### config.mk
export PLATFORM = sky130hd
export DESIGN_NAME = ssd_value_ctrl
export DESIGN_NICKNAME = d
export VERILOG_FILES = /design/src/rtl/ssd_pkg.sv /design/src/rtl/ssd_prescaler.sv /design/src/rtl/ssd_value_ctrl.sv
export SDC_FILE = /design/constraint.sdc
export NUM_CORES = 1
export LEC_CHECK = 0
export CAP_MARGIN = 20
export CORE_ASPECT_RATIO = 1.4
export CORE_UTILIZATION = 54
export CTS_BUF_LIST = sky130_fd_sc_hd__clkbuf_8 sky130_fd_sc_hd__clkbuf_16
export DETAILED_ROUTE_END_ITERATION = 6
export GPL_TIMING_DRIVEN = 0
export PLACE_DENSITY = 0.8
export SLEW_MARGIN = 15
export SYNTH_ARGS = -nofsm -noshare
export SYNTH_HDL_FRONTEND = slang
export SYNTH_SLANG_ARGS = --single-unit
### constraint.sdc
create_clock -name clk -period 6.9 [get_ports clk]
set_input_delay 1.38 -clock clk [delete_from_list [all_inputs] [get_ports clk]]
set_output_delay 1.38 -clock clk [all_outputs]
set_load 0.02 [all_outputs]
### src/rtl/ssd_pkg.sv
`default_nettype none
// ============================================================================
// ssd_pkg : shared constants for the seven-segment value source
// Rev 1.0
// ============================================================================
package ssd_pkg;

  localparam int            SSD_VAL_W = 14;
  localparam logic [13:0]   SSD_MAX   = 14'd9999;

  localparam logic [1:0] c_addr_value    = 2'd0;
  localparam logic [1:0] c_addr_ctrl     = 2'd1;
  localparam logic [1:0] c_addr_prescale = 2'd2;
  localparam logic [1:0] c_addr_status   = 2'd3;

  localparam int c_ctrl_run  = 0;
  localparam int c_ctrl_dir  = 1;
  localparam int c_ctrl_wrap = 2;

  function automatic logic [SSD_VAL_W-1:0] ssd_sat(input logic [SSD_VAL_W-1:0] v);
    return (v > SSD_MAX) ? SSD_MAX : v;
  endfunction

endpackage
`default_nettype wire

### src/rtl/ssd_prescaler.sv
`default_nettype none
// ============================================================================
// ssd_prescaler : free-running 0..period counter, tick on terminal count
// Rev 1.0
// ============================================================================
module ssd_prescaler #(
  parameter int PRESC_W = 24
) (
  input  logic               clk,
  input  logic               rst,
  input  logic               en,
  input  logic               clr,
  input  logic [PRESC_W-1:0] period,
  output logic               tick
);

  logic [PRESC_W-1:0] r_pc;
  logic               w_tick;

  assign w_tick = en && (r_pc == period);
  assign tick   = w_tick;

  always_ff @(posedge clk or negedge rst) begin
    if (!rst) begin
      r_pc <= '0;
    end else if (clr || !en || w_tick) begin
      r_pc <= '0;
    end else begin
      r_pc <= r_pc + PRESC_W'(1);
    end
  end

endmodule
`default_nettype wire

### src/rtl/ssd_value_ctrl.sv
`default_nettype none
// ============================================================================
// ssd_value_ctrl : CSR-writable 0..9999 display value with prescaled up/down count
// Rev 1.0
// ============================================================================
module ssd_value_ctrl
  import ssd_pkg::*;
#(
  parameter int ADDR_W    = 2,
  parameter int DATA_W    = 32,
  parameter int PRESC_W   = 24,
  parameter int PRESC_RST = 99_999
) (
  input  logic                clk,
  input  logic                rst,
  input  logic                iob_valid,
  input  logic [ADDR_W-1:0]   iob_addr,
  input  logic [DATA_W-1:0]   iob_wdata,
  input  logic [DATA_W/8-1:0] iob_wstrb,
  output logic                iob_ready,
  output logic [DATA_W-1:0]   iob_rdata,
  output logic                iob_rvalid,
  output logic [15:0]         data_out
);

  logic [SSD_VAL_W-1:0] r_value;
  logic                 r_run, r_dir, r_wrap;
  logic [PRESC_W-1:0]   r_presc;
  logic                 r_limit;
  logic                 r_ready;
  logic                 r_rvalid;
  logic [DATA_W-1:0]    r_rdata;

  logic w_wr, w_rd;
  logic w_wr_value, w_wr_ctrl, w_wr_presc, w_wr_status;
  logic w_tick, w_step;

  assign w_wr = iob_valid && (|iob_wstrb);
  assign w_rd = iob_valid && !(|iob_wstrb);

  assign w_wr_value  = w_wr && (iob_addr == ADDR_W'(c_addr_value));
  assign w_wr_ctrl   = w_wr && (iob_addr == ADDR_W'(c_addr_ctrl));
  assign w_wr_presc  = w_wr && (iob_addr == ADDR_W'(c_addr_prescale));
  assign w_wr_status = w_wr && (iob_addr == ADDR_W'(c_addr_status));

  // Per-bit write mask expanded from the byte strobes
  logic [PRESC_W-1:0] w_bmask;
  generate
    for (genvar gi = 0; gi < PRESC_W; gi++) begin : g_bmask
      assign w_bmask[gi] = iob_wstrb[gi/8];
    end
  endgenerate

  logic [SSD_VAL_W-1:0] w_value_merge, w_value_wr;
  logic [2:0]           w_ctrl_merge;
  logic [PRESC_W-1:0]   w_presc_merge;

  assign w_value_merge = (r_value & ~w_bmask[SSD_VAL_W-1:0]) |
                         (iob_wdata[SSD_VAL_W-1:0] & w_bmask[SSD_VAL_W-1:0]);
  assign w_value_wr    = ssd_sat(w_value_merge);
  assign w_ctrl_merge  = ({r_wrap, r_dir, r_run} & ~w_bmask[2:0]) |
                         (iob_wdata[2:0] & w_bmask[2:0]);
  assign w_presc_merge = (r_presc & ~w_bmask) | (iob_wdata[PRESC_W-1:0] & w_bmask);

  logic w_unused;
  assign w_unused = ^iob_wdata;

  ssd_prescaler #(
    .PRESC_W (PRESC_W)
  ) u_prescaler (
    .clk    (clk),
    .rst    (rst),
    .en     (r_run),
    .clr    (w_wr_ctrl || w_wr_presc),
    .period (r_presc),
    .tick   (w_tick)
  );

  // A VALUE write in a tick cycle discards the whole step, limit effects included
  assign w_step = w_tick && !w_wr_value;

  logic [SSD_VAL_W-1:0] w_step_val;
  logic                 w_hit_lim;
  logic                 w_run_clr;

  always_comb begin
    w_step_val = r_value;
    w_hit_lim  = 1'b0;
    w_run_clr  = 1'b0;
    if (r_dir) begin
      if (r_value == '0) begin
        w_hit_lim = 1'b1;
        if (r_wrap) w_step_val = SSD_MAX;
        else        w_run_clr  = 1'b1;
      end else begin
        w_step_val = r_value - SSD_VAL_W'(1);
      end
    end else begin
      if (r_value == SSD_MAX) begin
        w_hit_lim = 1'b1;
        if (r_wrap) w_step_val = '0;
        else        w_run_clr  = 1'b1;
      end else begin
        w_step_val = r_value + SSD_VAL_W'(1);
      end
    end
  end

  always_ff @(posedge clk or negedge rst) begin
    if (!rst) begin
      r_value <= '0;
      r_run   <= 1'b0;
      r_dir   <= 1'b0;
      r_wrap  <= 1'b0;
      r_presc <= PRESC_W'(PRESC_RST);
      r_limit <= 1'b0;
    end else begin
      if (w_wr_value)  r_value <= w_value_wr;
      else if (w_step) r_value <= w_step_val;

      if (w_wr_ctrl) begin
        r_run  <= w_ctrl_merge[c_ctrl_run];
        r_dir  <= w_ctrl_merge[c_ctrl_dir];
        r_wrap <= w_ctrl_merge[c_ctrl_wrap];
      end else if (w_step && w_run_clr) begin
        r_run <= 1'b0;
      end

      if (w_wr_presc) r_presc <= w_presc_merge;

      if (w_step && w_hit_lim)
        r_limit <= 1'b1;
      else if (w_wr_status && w_bmask[0] && iob_wdata[0])
        r_limit <= 1'b0;
    end
  end

  logic [DATA_W-1:0] w_rmux;

  always_comb begin
    w_rmux = '0;
    case (iob_addr)
      ADDR_W'(c_addr_value):    w_rmux = DATA_W'(r_value);
      ADDR_W'(c_addr_ctrl):     w_rmux = DATA_W'({r_wrap, r_dir, r_run});
      ADDR_W'(c_addr_prescale): w_rmux = DATA_W'(r_presc);
      ADDR_W'(c_addr_status):   w_rmux = DATA_W'(r_limit);
      default:                  w_rmux = '0;
    endcase
  end

  always_ff @(posedge clk or negedge rst) begin
    if (!rst) begin
      r_ready  <= 1'b0;
      r_rvalid <= 1'b0;
      r_rdata  <= '0;
    end else begin
      r_ready  <= 1'b1;
      r_rvalid <= w_rd;
      if (w_rd) r_rdata <= w_rmux;
    end
  end

  assign iob_ready  = r_ready;
  assign iob_rvalid = r_rvalid;
  assign iob_rdata  = r_rdata;
  assign data_out   = {2'b00, r_value};

endmodule
`default_nettype wire

==> results of run 1 <==
==> metal layers <==
metal | vias up | part of all wire [%] | global-route usage [%]
met5 | - | 0 | 0
met4 | 0 | 3.9 | 14.9
met3 | 40 | 5.2 | 4.95
met2 | 188 | 52 | 54.7
met1 | 2335 | 39 | 40.4
li1 | 2189 | - | -
==> cells by family after synthesis <==
kind of cell,after synthesis,synth area share (%)
AOI/OAI and AO/OA,91,11.8
other,2,0.140
and+or+nand+nor,219,20.2
adders and majority gates,3,0.702
xor gates and xnor gates,58,9.50
buffers and inverters,58,5.26
DFF,92,43.3
muxes,44,9.12
==> cells in the final DEF, fill, tap and decap left out, types with 21 or more instances in the layout <==
| cell type | instances |
|---|---|
| dfrtp_1 | 82 |
| clkbuf_1 | 31 |
| nand3_1 | 27 |
| xor2_1 | 24 |
| clkdlybuf4s50_1 | 70 |
| nand2_1 | 61 |
| nand4_1 | 22 |
| o21ai_0 | 21 |
| mux2_2 | 28 |
| xnor2_1 | 34 |
| nor2_1 | 50 |
==> critical path, stage by stage <==
cell	delay (ns)
clkdlybuf4s50_1	0.51
o41ai_1	0.68
or3_1	0.19
clkbuf_1	0.29
clkbuf_1	0.52
o221ai_1	0.31
o21ai_0	0.20
o21ba_2	0.18
==> through the flow <==
step	instances	hold slack [ns]	power (mW)
3_5_place_dp	780	0.471	1.32
2_1_floorplan	576	0.457	1.07
3_3_place_gp	779	0.468	1.31
5_1_grt	796	0.502	1.94
4_1_cts	796	0.487	1.86
6_report	796	0.483	1.86
==> where the power goes <==
group,switching [mW],internal [mW],total [mW]
clock,0.225,0.320,0.546
combinational,0.347,0.263,0.610
sequential,0.0803,0.628,0.708
==> path summary, 6_finish.rpt <==
| path | startpoint | end |
|---|---|---|
| min in group asynchronous | rst | r_value[5] |
| setup reg to reg | r_value[0] | r_value[7] |
| hold / removal | iob_rdata[8] | iob_rdata[8] |
| max in group asynchronous | rst | async pin |
| setup / recovery | iob_wstrb[1] | r_value[8] |
| hold reg to reg | iob_rdata[8] | iob_rdata[8] |
==> final cells by class <==
class / count / area, um2 / share of cell area [%]
well taps: 132 / 165 / 2.50
repair buffers: 72 / 736 / 11.1
inverters: 10 / 37.5 / 0.568
clock inverters: 7 / 98.8 / 1.50
multi-input cells: 426 / 2790 / 42.2
plain buffers: 48 / 244 / 3.69
flip-flops and latches: 92 / 2310 / 35.0
clock buffers: 9 / 225 / 3.41
==> flow_metrics.py, run 1 <==
metrics = {
    "run_status": {
        "status": "finished clean",
    },
    "cts": {
        "clk_pin_slew_worst_paths_ns": 0.07,
        "clkSinkCount": 92,
        "cts_resized": 0,
        "worstSkewPairLatency_ns": 0.35,
        "tritoncts": "yes",
        "post_cts.repair.setup_buffers": 0,
        "clockRootBuffer": "clkbuf_16",
        "clockBufferDepth": 2,
        "htree_levels": 3,
        "cts_hold_buf": 0,
        "cts-buffers-inserted": 9,
    },
    "sta": {
        "relSlewSlack_pct": 39.0,
        "finClkSkew_ns": 0.0104,
        "fmaxAchievable_mhz": 249,
        "worst_pin_slew_ns": 0.902,
        "fin_ws_ns": 2.88,
        "fin_setup_tns_ns": 0,
        "min_period_ns": 4.02,
        "fin_crit_sh_pct": 58.2,
        "setup_viol": 0,
        "timing.final.hold_violations": 0,
        "rsz0062_at_grt": "no",
        "maxSlewViolCount": 0,
    },
    "grt": {
        "grt_pass1_vias": 4649,
        "antenna_found_initial": 0,
        "grt_pass1_wl_mm": 25.2,
        "grt_max_degree": 48,
        "grt_use_total_pct": 32.4,
        "grt.overflow.total": 0,
    },
    "layout": {
        "fillers": 772,
        "area_delta_synth_final_pct": 23.5,
        "layout-drive-gt1-share_pct": 11.9,
        "nets": 703,
        "finish.utilization_pct": 69.1,
        "antenna_cells": 0,
        "design_area_mm2": 0.00661,
    },
    "placed_design": {
        "gp_congestion": 0.959,
        "place_area_mm2": 0.00628,
        "pre_cts_slack_ns": 2.60,
        "dp.final_hpwl_mm": 12.0,
        "portBuffers": 71,
    },
    "setup_path": {
        "critPathKind": "in2reg",
        "worstPathRequired_ns": 7.14,
        "reg2regPathDepth": 8,
        "startpoint_type": "primary input",
        "end_kind": "flip-flop",
        "crit_fanout": 10,
        "rrSetupSlack_ns": 3.58,
        "arrival_ns": 4.26,
    },
    "synthesis": {
        "synthArstFlopShare_pct": 100,
        "yosys-top-cells-area": "dfrtp_1, mux2_2, xnor2_1",
        "ys_types": 59,
        "synth_top_area_share_pct": 38.4,
        "ys_warn_count": 0,
        "yosysSeqAreaShare_pct": 43.3,
        "synth_edf_count": 0,
        "synthMostInstantiatedCell": "dfrtp_1",
        "ys_seq_elements": 92,
        "yosys.area.top_type": "dfrtp_1",
        "avgSynthCellArea_um2": 9.43,
        "syn_inst": 567,
        "synth-main-ff-cell": "dfrtp_1",
        "syn_area_mm2": 0.00535,
        "synth.top_cells.by_count": "dfrtp_1, nand2_1, nor2_1, xnor2_1, clkbuf_1",
    },
    "floorplanning": {
        "ios": 91,
        "rows": 42,
        "fp.dieArea_mm2": 0.0103,
        "die_y_um": 120,
        "fp.coreArea_mm2": 0.00956,
        "start_util_pct": 55.9,
        "die_w_um": 86.1,
    },
    "power_and_ir_drop": {
        "peakVddDrop_uv": 164,
        "power.density_mw_per_mm2": 282,
        "power_leakage_nw": 2.66,
    },
    "detailed_routing": {
        "viasPerCell": 5.97,
        "final_antenna_net_count": 0,
        "via_count": 4752,
        "drcViolationCount": 0,
        "wl_per_cell_um": 19.9,
        "drt_pre_antenna_iters": 5,
        "drt-total-wl_mm": 15.9,
        "drtIter0Drc": 495,
    },
    "run": {
        "max_cap_viol_count": 0,
    },
    "min_path": {
        "whs_path_depth": 2,
        "hp-class": "reg2reg",
    },
}
(Power assumes the default switching activity.)
==> run 2, diff against run 1 <==
Settings changed: CORE_UTILIZATION 54 to 49, PLACE_DENSITY 0.8 to 0.77.
Clock period 6.9 ns to 3.45 ns, I/O delays scaled along.
==> flow_metrics.py, run 2 (synthesis results as in run 1) <==
metrics = {
    "sta": {
        "holdWs_ns": 0.326,
        "min_period_ns": 3.29,
        "fin_crit_sh_pct": 95.2,
        "rsz0062_at_grt": "no",
        "timing.final.hold_violations": 0,
        "relSlewSlack_pct": 41.9,
        "finClkSkew_ns": 0.00927,
        "maxSlewViolCount": 0,
        "worst_pin_slew_ns": 0.859,
        "setup_viol": 0,
        "fmaxAchievable_mhz": 304,
    },
    "setup_path": {
        "startpoint_type": "primary input",
        "cp_cell_sequence": "clkdlybuf4s50_1, o41ai_2, or3_1, clkbuf_1, clkbuf_1, o221ai_1, o21ai_0, o21ba_2",
        "critPathKind": "in2reg",
        "critPathBufInv": 3,
        "worstPathRequired_ns": 3.69,
        "cp_top_family": "buffers and inverters",
        "crit_fanout": 10,
        "arrival_ns": 3.53,
        "cpMostUsedCell": "clkbuf_1",
        "slowest_delay_ns": 0.56,
        "slowest_stage": "clkbuf_1",
        "end_kind": "flip-flop",
    },
    "detailed_routing": {
        "drcViolationCount": 0,
        "drt_pre_antenna_iters": 5,
        "viasPerCell": 5.95,
        "drt-total-wl_mm": 15.6,
        "final_antenna_net_count": 0,
        "via_count": 4773,
        "drtIter0Drc": 387,
        "wl_per_cell_um": 19.5,
    },
    "cts": {
        "cts-buffers-inserted": 9,
        "tritoncts": "yes",
        "worstSkewPairLatency_ns": 0.35,
        "clockRootBuffer": "clkbuf_16",
        "htree_levels": 3,
        "clk_pin_slew_worst_paths_ns": 0.07,
        "clkSinkCount": 92,
        "clockBufferDepth": 2,
    },
    "layout": {
        "finish.utilization_pct": 62.7,
        "final_cell_mix": "dfrtp_1, clkdlybuf4s50_1, nand2_1, nor2_1, xnor2_1",
        "layout_commonest_cell": "dfrtp_1",
        "fillers": 909,
        "layout-drive-gt1-share_pct": 12.2,
        "antenna_cells": 0,
        "nets": 703,
        "area_delta_synth_final_pct": 23.2,
    },
    "placed_design": {
        "portBuffers": 71,
        "gp_congestion": 0.988,
        "dp.final_hpwl_mm": 11.9,
    },
    "power_and_ir_drop": {
        "power_leakage_nw": 2.65,
        "power.density_mw_per_mm2": 545,
        "peakVddDrop_uv": 276,
    },
    "grt": {
        "grt_use_total_pct": 28.9,
        "grt_pass1_wl_mm": 25.2,
        "grt_pass1_vias": 4735,
        "grt_max_degree": 51,
        "grt.overflow.total": 0,
        "antenna_found_initial": 0,
    },
    "floorplanning": {
        "fp.coreArea_mm2": 0.0105,
        "die_y_um": 126,
        "rows": 44,
        "ios": 91,
        "fp.dieArea_mm2": 0.0113,
        "start_util_pct": 50.9,
        "die_w_um": 90.3,
    },
    "run": {
        "max_cap_viol_count": 0,
    },
    "run_status": {
        "status": "finished clean",
    },
    "min_path": {
        "hp-class": "in2async",
    },
}
[run 2: report_power, final]
| group | total (mW) | switching [mW] | internal, mW |
|---|---|---|---|
| Combinational | 1.21 | 0.687 | 0.525 |
| Clock | 0.970 | 0.464 | 0.506 |
| Sequential | 1.41 | 0.157 | 1.26 |
| Total | 3.59 | 1.31 | 2.29 |
[run 2: layer usage]
layer	routed length [um]	GRT usage (%)
met4	705	16.8
met2	8020	49.7
met3	750	3.83
met5	0	0
met1	6140	34.4
[run 2: metrics by stage]
step	cells	instance area, um2	setup TNS (ns)	setup WS (ns)	total power [mW]
final	802	6590	0	0.165	3.59
after global routing	802	6590	0	0.0265	3.76
after CTS	802	6580	0	0.0833	3.60
after detailed placement	786	6290	-0.472	-0.259	2.63
after global placement	785	6260	-136.01	-1.60	2.60
after floorplan	576	5380	0	0.689	2.14
[run 2: area by class of cell]
cell class / instances / area (um2) / area share (%)
Tap cell: 138 / 173 / 2.62
Timing Repair Buffer: 72 / 736 / 11.2
Multi-Input combinational cell: 426 / 2790 / 42.4
Clock inverter: 7 / 67.6 / 1.03
Clock buffer: 9 / 225 / 3.42
Buffer: 48 / 244 / 3.70
Sequential cell: 92 / 2310 / 35.1
Inverter: 10 / 37.5 / 0.570
[run 2: final timing paths]
| kind | start | end | slack, ns | cells past startpoint |
|---|---|---|---|---|
| min in group clk | iob_rdata[16] | iob_rdata[16] | 0.48 | 2 |
| hold reg to reg | iob_rdata[16] | iob_rdata[16] | 0.48 | 2 |
| hold / removal | rst | r_value[5] | 0.33 | 1 |
| setup / recovery | iob_wstrb[0] | r_value[8] | 0.16 | 8 |
| max in group asynchronous | rst | async pin | 2.41 | 2 |
| setup reg to reg | r_value[0] | r_value[0] | 0.16 | 8 |
[run 2: what timing repair did]
| action | CTS | global route |
|---|---|---|
| endpoints found under the setup margin | 0 | 3 |
| hold buffers | 0 | 0 |
| buffers inserted | 0 | 0 |
| gates resized for setup | 0 | 1 |
==> run 3, diff against run 2 <==
Settings changed: CTS_BUF_LIST sky130_fd_sc_hd__clkbuf_8 sky130_fd_sc_hd__clkbuf_16 to not set.
==> results of run 3 <==
Final layout, timing and power as in run 2 (identical DEF).
